--- src/rtl/dsp_stream_arbiter.sv ---
// Packet-level arbiter sharing one fixed-latency DSP datapath between two stream sinks.
// Optional per-channel packet counters are built when DSP_ARB_PKT_COUNT_EN is defined.
module dsp_stream_arbiter #(
  parameter int LATENCY = 5,
  parameter int CNT_W   = 16
) (
  input  logic             clk,
  input  logic             rst_n,
  input  logic             sink0_valid,
  input  logic             sink0_startofpacket,
  input  logic             sink0_endofpacket,
  output logic             sink0_ready,
  input  logic             sink1_valid,
  input  logic             sink1_startofpacket,
  input  logic             sink1_endofpacket,
  output logic             sink1_ready,
  input  logic             source_ready,
  output logic             dsp_sel,
  output logic             dsp_en,
  output logic             source_valid,
  output logic             source_startofpacket,
  output logic             source_endofpacket,
  output logic             source_channel,
  output logic             busy,
  output logic             protocol_err
`ifdef DSP_ARB_PKT_COUNT_EN
  ,
  output logic [CNT_W-1:0] pkt_cnt0,
  output logic [CNT_W-1:0] pkt_cnt1
`endif
);

  if (LATENCY < 1 || CNT_W < 1) begin : g_param_check
    $error("dsp_stream_arbiter: LATENCY and CNT_W must both be >= 1");
  end

  typedef enum logic [1:0] {IDLE, LOCK0, LOCK1} state_e;

  typedef struct packed {
    logic valid;
    logic sop;
    logic eop;
    logic channel;
  } beat_t;

  state_e state, state_nxt;
  logic   last_grant, last_grant_nxt;
  logic   sop_seen;
  logic   accept, acc_sop, acc_eop, acc_ch;
  logic   err_set;
  logic   in_flight;
  beat_t  pipe [LATENCY];

  wire elig0 = sink0_valid & sink0_startofpacket;
  wire elig1 = sink1_valid & sink1_startofpacket;

  // NOTE: every signal driven here gets a default first, so no path leaves it unassigned and no latch is inferred.
  always_comb begin
    state_nxt      = state;
    last_grant_nxt = last_grant;
    sink0_ready    = 1'b0;
    sink1_ready    = 1'b0;
    accept         = 1'b0;
    acc_sop        = 1'b0;
    acc_eop        = 1'b0;
    acc_ch         = 1'b0;
    err_set        = 1'b0;
    unique case (state)
      IDLE: begin
        // Beats without sop cannot start a packet; swallow them and flag the framing error.
        sink0_ready = sink0_valid & ~sink0_startofpacket;
        sink1_ready = sink1_valid & ~sink1_startofpacket;
        err_set     = sink0_ready | sink1_ready;
        if (elig0 && elig1) state_nxt = last_grant ? LOCK0 : LOCK1;
        else if (elig0)     state_nxt = LOCK0;
        else if (elig1)     state_nxt = LOCK1;
      end
      LOCK0: begin
        sink0_ready = source_ready;
        accept      = sink0_valid & source_ready;
        acc_sop     = sink0_startofpacket;
        acc_eop     = sink0_endofpacket;
      end
      LOCK1: begin
        sink1_ready = source_ready;
        accept      = sink1_valid & source_ready;
        acc_sop     = sink1_startofpacket;
        acc_eop     = sink1_endofpacket;
        acc_ch      = 1'b1;
      end
      default: state_nxt = IDLE;
    endcase
    if (accept) begin
      if (acc_sop && sop_seen) err_set = 1'b1;
      if (acc_eop) begin
        state_nxt      = IDLE;
        last_grant_nxt = acc_ch;
      end
    end
  end

  // NOTE: state registers update with non-blocking assignments so every flop samples pre-edge values.
  always_ff @(posedge clk or negedge rst_n) begin
    if (!rst_n) begin
      state        <= IDLE;
      last_grant   <= 1'b1;
      sop_seen     <= 1'b0;
      dsp_sel      <= 1'b0;
      protocol_err <= 1'b0;
    end else begin
      state        <= state_nxt;
      last_grant   <= last_grant_nxt;
      sop_seen     <= (state_nxt != IDLE) & (sop_seen | accept);
      if (state_nxt == LOCK0) dsp_sel <= 1'b0;
      else if (state_nxt == LOCK1) dsp_sel <= 1'b1;
      if (err_set) protocol_err <= 1'b1;
    end
  end

  // NOTE: the delay line is reset, unlike a data memory, because stale valid bits would emit phantom beats.
  always_ff @(posedge clk or negedge rst_n) begin
    if (!rst_n) begin
      for (int i = 0; i < LATENCY; i++) pipe[i] <= '0;
    end else begin
      pipe[0] <= beat_t'{valid:   accept,
                         sop:     accept & acc_sop,
                         eop:     accept & acc_eop,
                         channel: accept & acc_ch};
      for (int i = 1; i < LATENCY; i++) pipe[i] <= pipe[i-1];
    end
  end

  always_comb begin
    in_flight = 1'b0;
    for (int i = 0; i < LATENCY; i++) in_flight = in_flight | pipe[i].valid;
  end

  assign dsp_en               = accept;
  assign source_valid         = pipe[LATENCY-1].valid;
  assign source_startofpacket = pipe[LATENCY-1].sop;
  assign source_endofpacket   = pipe[LATENCY-1].eop;
  assign source_channel       = pipe[LATENCY-1].channel;
  assign busy                 = (state != IDLE) | in_flight;

`ifdef DSP_ARB_PKT_COUNT_EN
  always_ff @(posedge clk or negedge rst_n) begin
    if (!rst_n) begin
      pkt_cnt0 <= '0;
      pkt_cnt1 <= '0;
    end else if (accept && acc_eop) begin
      if (acc_ch) pkt_cnt1 <= pkt_cnt1 + CNT_W'(1);
      else        pkt_cnt0 <= pkt_cnt0 + CNT_W'(1);
    end
  end
`endif

endmodule
--- config.mk ---
export PLATFORM = sky130hd
export DESIGN_NAME = dsp_stream_arbiter
export DESIGN_NICKNAME = d
export VERILOG_FILES = /design/src/rtl/dsp_stream_arbiter.sv
export SDC_FILE = /design/constraint.sdc
export NUM_CORES = 1
export LEC_CHECK = 0
export BUFFER_PORTS_ARGS = -buffer_cell sky130_fd_sc_hd__buf_2
export CAP_MARGIN = 20
export CELL_PAD_IN_SITES_DETAIL_PLACEMENT = 0
export CELL_PAD_IN_SITES_GLOBAL_PLACEMENT = 1
export CORE_MARGIN = 2
export CORE_UTILIZATION = 37
export CTS_CLUSTER_DIAMETER = 40
export CTS_CLUSTER_SIZE = 16
export DETAILED_ROUTE_END_ITERATION = 12
export PLACE_DENSITY_LB_ADDON = 0.1
export RECOVER_POWER = 50
export SLEW_MARGIN = 20
export SYNTH_ARGS = -nofsm -noshare
export SYNTH_HDL_FRONTEND = slang
export SYNTH_SLANG_ARGS = --single-unit
--- constraint.sdc ---
create_clock -name clk -period 1.8 [get_ports clk]
set_clock_uncertainty 0.1 [all_clocks]
set_input_delay 0.36 -clock clk [delete_from_list [all_inputs] [get_ports clk]]
set_output_delay 0.36 -clock clk [all_outputs]
set_load 0.01 [all_outputs]
==> results of run 1 <==
## layout make-up
class,instances,area (um^2)
fill,212,1120
sequential,26,653
multi-input combinational,37,343
timing repair buffer,36,241
tap,30,37.5
clock buffer,4,36.3
inverter,7,26.3
## flip-flops by register name, summed over array words and instances, names as in the netlist
register,flops
dsp_sel,1
last_grant,1
pipe,16
protocol_err,1
sop_seen,1
source_channel,1
source_endofpacket,1
source_startofpacket,1
source_valid,1
state,2
## synthesized netlist by cell type, drive strengths merged, types with 2 or more instances
library cell,n
nand2,6
a22oi,2
nor2,4
inv,7
o21ai,4
ha,5
o21a,2
dfrtp,25
mux2i,2
## power by group
group / leakage (uW) / internal [uW] / switching (uW)
sequential: 0.000344 / 700 / 55.5
clock: 0.0000210 / 123 / 158
combinational: 0.000320 / 442 / 361
total: 0.000685 / 1270 / 574
## cells by family (layout without fill, tap and decap cells)
logic type               Yosys count  in the layout
flip-flops                        26             26
AND/OR/NAND/NOR                   17             17
AO/OA/AOI/OAI                     13             13
buffers and inverters              7             47
adder cells (fa/ha/maj)            5              5
multiplexers                       2              2
## through the flow
step	setup TNS, ns	total power, uW	utilization [%]	setup WS [ns]	cells
after floorplan	-0.0515	1130	-	-0.0515	70
after global placement	-0.114	1430	48.8	-0.0941	130
after detailed placement	-0.193	1430	48.8	-0.123	130
after CTS	-0.705	1820	53.3	-0.188	139
after global routing	-1.09	1970	54.5	-0.259	140
final	-0.576	1840	54.5	-0.176	140
## path summary, 6_finish.rpt
path / from / endpoint / depth (start not counted)
setup / recovery: state[0] / dsp_en / 6
hold / removal: sink1_valid / pipe[16] / 3
setup reg to reg: state[1] / dsp_sel / 7
hold reg to reg: pipe[10] / pipe[6] / 0
max in group asynchronous: rst_n / state[1] / 2
min in group asynchronous: rst_n / source_endofpacket / 2
## per-layer routing
| metal | global-route usage (%) | share of wire [%] | routed length [um] | up-vias |
|---|---|---|---|---|
| li1 | - | - | - | 328 |
| met1 | 17.5 | 49 | 817 | 308 |
| met2 | 19.7 | 44 | 733 | 16 |
| met3 | 3.83 | 4.2 | 69 | 4 |
| met4 | 7.92 | 2.3 | 38 | 0 |
| met5 | 0 | 0 | 0 | - |
## what timing repair did
item                                   4_1_cts  5_1_grt
pin swaps                                    5        3
setup endpoints to repair                    6        9
setup buffers                                4        1
hold buffers                                 1        0
endpoints found under the hold margin       25        0
gates resized for setup                      9        6
## tightest hold or removal path: cells and delay by family
kind / cells / cell delay (ns)
buf+inv: 1 / 0.13
simple gates: 2 / 0.13
==> results.cfg, run 1 <==
[critical_path]
crit_slowest_cell = dfrtp_1
startpoint_type = flop
critical-path-max-stage-delay_ns = 0.41
crit_family = flip-flops
crit_chain = inv_2 > ha_4 > mux2i_2 > buf_4 > nor2_4 > buf_6
crit_fanout = 3
rrSetupSlack_ns = -0.13
crit_path_end_kind = primary output
required_ns = 1.34
critPathBufInv = 3
worstPathArrival_ns = 1.52
criticalPathCategory = flop to primary output

[layout]
area_growth_pct = 41.8
n_antenna_cell = 0
most-common-layout-cells = 24 x dfrtp_1, 16 x buf_2, 15 x buf_4
fin_area_mm2 = 0.00134
drive_gt1_share_pct = 51.8
final_common_cell = dfrtp_1
fin_nets = 125

[power_and_ir_drop]
power_density_mw_per_mm2 = 1380
power.leakage_uw = 0.000685
vdd_drop_max_mv = 0.712

[yosys]
synth_top_family_by_area = compound AO/OA/AOI/OAI gates
syn_inst = 70
synthMuxAreaShare_pct = 2.12
yosysTopAreaCell = dfrtp_1
ys.flop_type = dfrtp_1
synth.distinct_cells = 23
synth_seq_cells = 26
avgSynthCellArea_um2 = 13.5
ys_seq_area_share_pct = 69.1
async_reset_ff_share_pct = 100
synth_top_area_share_pct = 66.3
synth_xor_area_share_pct = 0
post_synth_and_or_nand_nor_area_fraction_pct = 9.68
ys_warn_count = 0
synth-adder-area-share_pct = 6.63
synth_edf_count = 0
syn-cell-area_um2 = 943
synth-compound-area-share_pct = 9.68
synthTopCellsByArea = dfrtp_1 66%, ha_1 6.6%, dfstp_2 2.8%
synth_nets = 84

[clock_tree]
htreeDepth = 1
tritoncts = done
cts_buffer_depth = 2
clockRootBuffer = clkbuf_4
clock_sinks = 26
clk_pin_slew_ns = 0.13
clk-insertion-delay-late_ns = 0.31
cts_buffers = 3

[placement]
dp_hpwl_um = 1250
routabilityCongestion = 0.822
io_buffers = 18
place_area_mm2 = 0.00120

[detailed_routing]
ant_nets = 0
totalWireLength_um = 1660
routedWlPerCell_um = 11.9
firstDrtPassIters = 4
dr.first_iter.drc_count = 6
vias = 656
drc = 0
routed_via_density = 4.69

[timing]
whs_ns = 0.240
post-route-period-util_pct = 110
postLayoutSetupSlackWorst_ns = -0.176
rsz0062_at_grt = yes
final_max_slew_viol_count = 0
hold_violations = 0
fin_crit_ns = 1.98
slew_headroom_pct = 59.3
setup_viol = 5
fmax_ghz = 0.506
worst_pin_slew_ns = 0.610

[die]
dieArea_mm2 = 0.00297
dieWidth_um = 54.5
num_rows = 18
start_util_pct = 38.4
die_y_um = 54.5
ios = 19
coreArea_mm2 = 0.00245

[hold_path]
hold_path.class = primary input to flop

[status]
outcome = finished with violations
violations = negative setup slack

[flow_run]
drv_cap = 0

[global_routing]
grt_pass1_vias = 634
grt-ovfl-total = 0
grt_antenna_before_repair = 0
grt_max_degree = 27
track_usage_pct = 13.4
grt_pass1_wl_um = 2730
Note: power is estimated with default switching activity, not from simulation.
==> inputs of run 2 (changes only) <==
--- a/config.mk
+++ b/config.mk
@@ -10,7 +10,7 @@
 export CELL_PAD_IN_SITES_DETAIL_PLACEMENT = 0
 export CELL_PAD_IN_SITES_GLOBAL_PLACEMENT = 1
 export CORE_MARGIN = 2
-export CORE_UTILIZATION = 37
+export CORE_UTILIZATION = 41
 export CTS_CLUSTER_DIAMETER = 40
 export CTS_CLUSTER_SIZE = 16
 export DETAILED_ROUTE_END_ITERATION = 12
==> constraint.sdc (replaced) <==
create_clock -name clk -period 2.21 [get_ports clk]
set_clock_uncertainty 0.1 [all_clocks]
set_input_delay 0.442 -clock clk [delete_from_list [all_inputs] [get_ports clk]]
set_output_delay 0.442 -clock clk [all_outputs]
set_load 0.01 [all_outputs]
==> run 2 against run 1 <==
The run now ends clean. Worst setup slack better by 0.21 ns. Final cell count down 11%. Register-to-register slack better by 0.19 ns. Largest power group is now registers. Critical path depth decreased by 1. Critical endpoint unchanged. Via count shrank 6.6%. Sequential cell count unchanged. Cell area shrank 12%. Global-route usage increased by 0.42 points. Sequential share of layout area up 6.7 points. Routed wire length down 1.0%. Count of clock-buffer cells in the layout is 1 lower. Critical path type unchanged.
==> results.cfg, run 2 (synthesized netlist as in run 1, its figures left out) <==
[status]
outcome = finished clean

[clock_tree]
cts_buffers = 3
clockRootBuffer = clkbuf_4
clock_sinks = 26
tritoncts = done
htreeDepth = 1
cts_buffer_depth = 2
clk_pin_slew_ns = 0.13
clk-insertion-delay-late_ns = 0.31

[placement]
dp_hpwl_um = 1150
routabilityCongestion = 0.825
io_buffers = 18
place_area_mm2 = 0.00108

[layout]
multi_input_area_um2 = 280
final_core_util_pct = 53.6
fin_nets = 112
drive_gt1_share_pct = 34.0
area_growth_pct = 24.5
final-seq-area_um2 = 652
largestRegisters = pipe (16), state (2)
fin_area_mm2 = 0.00117
largest_register = pipe
most-common-layout-cells = 25 x dfrtp_1, 17 x buf_2, 6 x nand2_1, 6 x inv_1
final_common_cell = dfrtp_1
largest_register_ffs = 16
n_antenna_cell = 0
nFillCells = 190

[power_and_ir_drop]
power.leakage_uw = 0.000605
p_total_uw = 1360
vdd_drop_max_mv = 0.729
power_density_mw_per_mm2 = 1160

[detailed_routing]
dr.first_iter.drc_count = 2
drc = 0
firstDrtPassIters = 4
routedWlPerCell_um = 13.1
totalWireLength_um = 1640
vias = 613
routed_via_density = 4.90
ant_nets = 0

[timing]
final_max_slew_viol_count = 0
rsz0062_at_grt = yes
fin_crit_ns = 2.18
fmax_ghz = 0.460
setup_viol = 0
slew_headroom_pct = 12.1
post-route-period-util_pct = 98.4
hold_violations = 0
finalSetupTns_ns = 0
worst_pin_slew_ns = 1.32
whs_ns = 0.262

[hold_path]
hp-start = pipe[18]
hold_path.class = flop to flop

[critical_path]
critical-path-max-stage-delay_ns = 0.42
required_ns = 1.67
r2r-start = state[0]
critPathBufInv = 2
startpoint_type = flop
crit_family = flip-flops
crit_path_start = state[0]
worstPathArrival_ns = 1.63
crit_path_end_kind = primary output
crit_fanout = 5
criticalPathCategory = flop to primary output
crit_chain = inv_1 > ha_2 > mux2i_2 > nor2_2 > buf_2
crit_slowest_cell = dfrtp_1

[global_routing]
grt_max_degree = 27
track_usage_pct = 13.8
grt_antenna_before_repair = 0
grt_pass1_wl_um = 2630
grt_pass1_vias = 591
grt-ovfl-total = 0

[die]
die_y_um = 52.0
dieArea_mm2 = 0.00270
start_util_pct = 43.1
dieWidth_um = 52.0
coreArea_mm2 = 0.00219
ios = 19
num_rows = 17

[flow_run]
drv_cap = 0
## run 2: path summary, 6_finish.rpt
check | to | slack, ns | depth (start not counted)
max | dsp_en | 0.03 | 5
min | pipe[14] | 0.26 | 0
max reg2reg | dsp_sel | 0.06 | 8
min reg2reg | pipe[14] | 0.26 | 0
max in group asynchronous | pipe[9] | 0.42 | 2
min in group asynchronous | source_channel | 0.83 | 2
## run 2: what timing repair did
action                                  CTS  global route
gates cloned                              0             0
endpoints found under the hold margin     6             0
buffers inserted                          0             3
hold buffers                              1             0
gates resized for setup                   2             3
endpoints found under the setup margin    1             4
## run 2: metrics by stage
step | setup slack, ns | std cells
after CTS | 0.0104 | 122
after global routing | -0.0570 | 125
final | 0.0347 | 125
after global placement | 0.146 | 117
after detailed placement | 0.117 | 117
after floorplan | 0.272 | 70
## run 2: final cells by class
class | count | area share, %
Inverter | 7 | 2.24
Timing Repair Buffer | 23 | 11.0
Clock inverter | 1 | 2.56
Sequential cell | 26 | 55.5
Tap cell | 28 | 2.98
Multi-Input combinational cell | 37 | 23.9
Clock buffer | 3 | 1.92
## run 2: power breakdown
part           leakage [uW]  switching (uW)  total (uW)  internal, uW
combinational      0.000231             229         434           205
clock             0.0000279             130         313           183
sequential         0.000345            46.1         615           569
## run 2: worst register-to-register path: stages, from the launching register on
cell and delay, ns:
dfrtp_1 0.42, inv_1 0.11, ha_2 0.25, mux2i_2 0.11, buf_4 0.14, or3_4 0.38, o21ai_0 0.13, ha_1 0.29
mux2i_1 0.12
## run 2: metal layers
metal  part of all wire [%]  vias to the layer above  global-route usage (%)
li1                       -                      293                       -
met2                     50                       15                    23.2
met5                      0                        -                       0
met1                     45                      301                    15.9
met3                    4.4                        4                    5.17
met4                    1.2                        0                    5.26
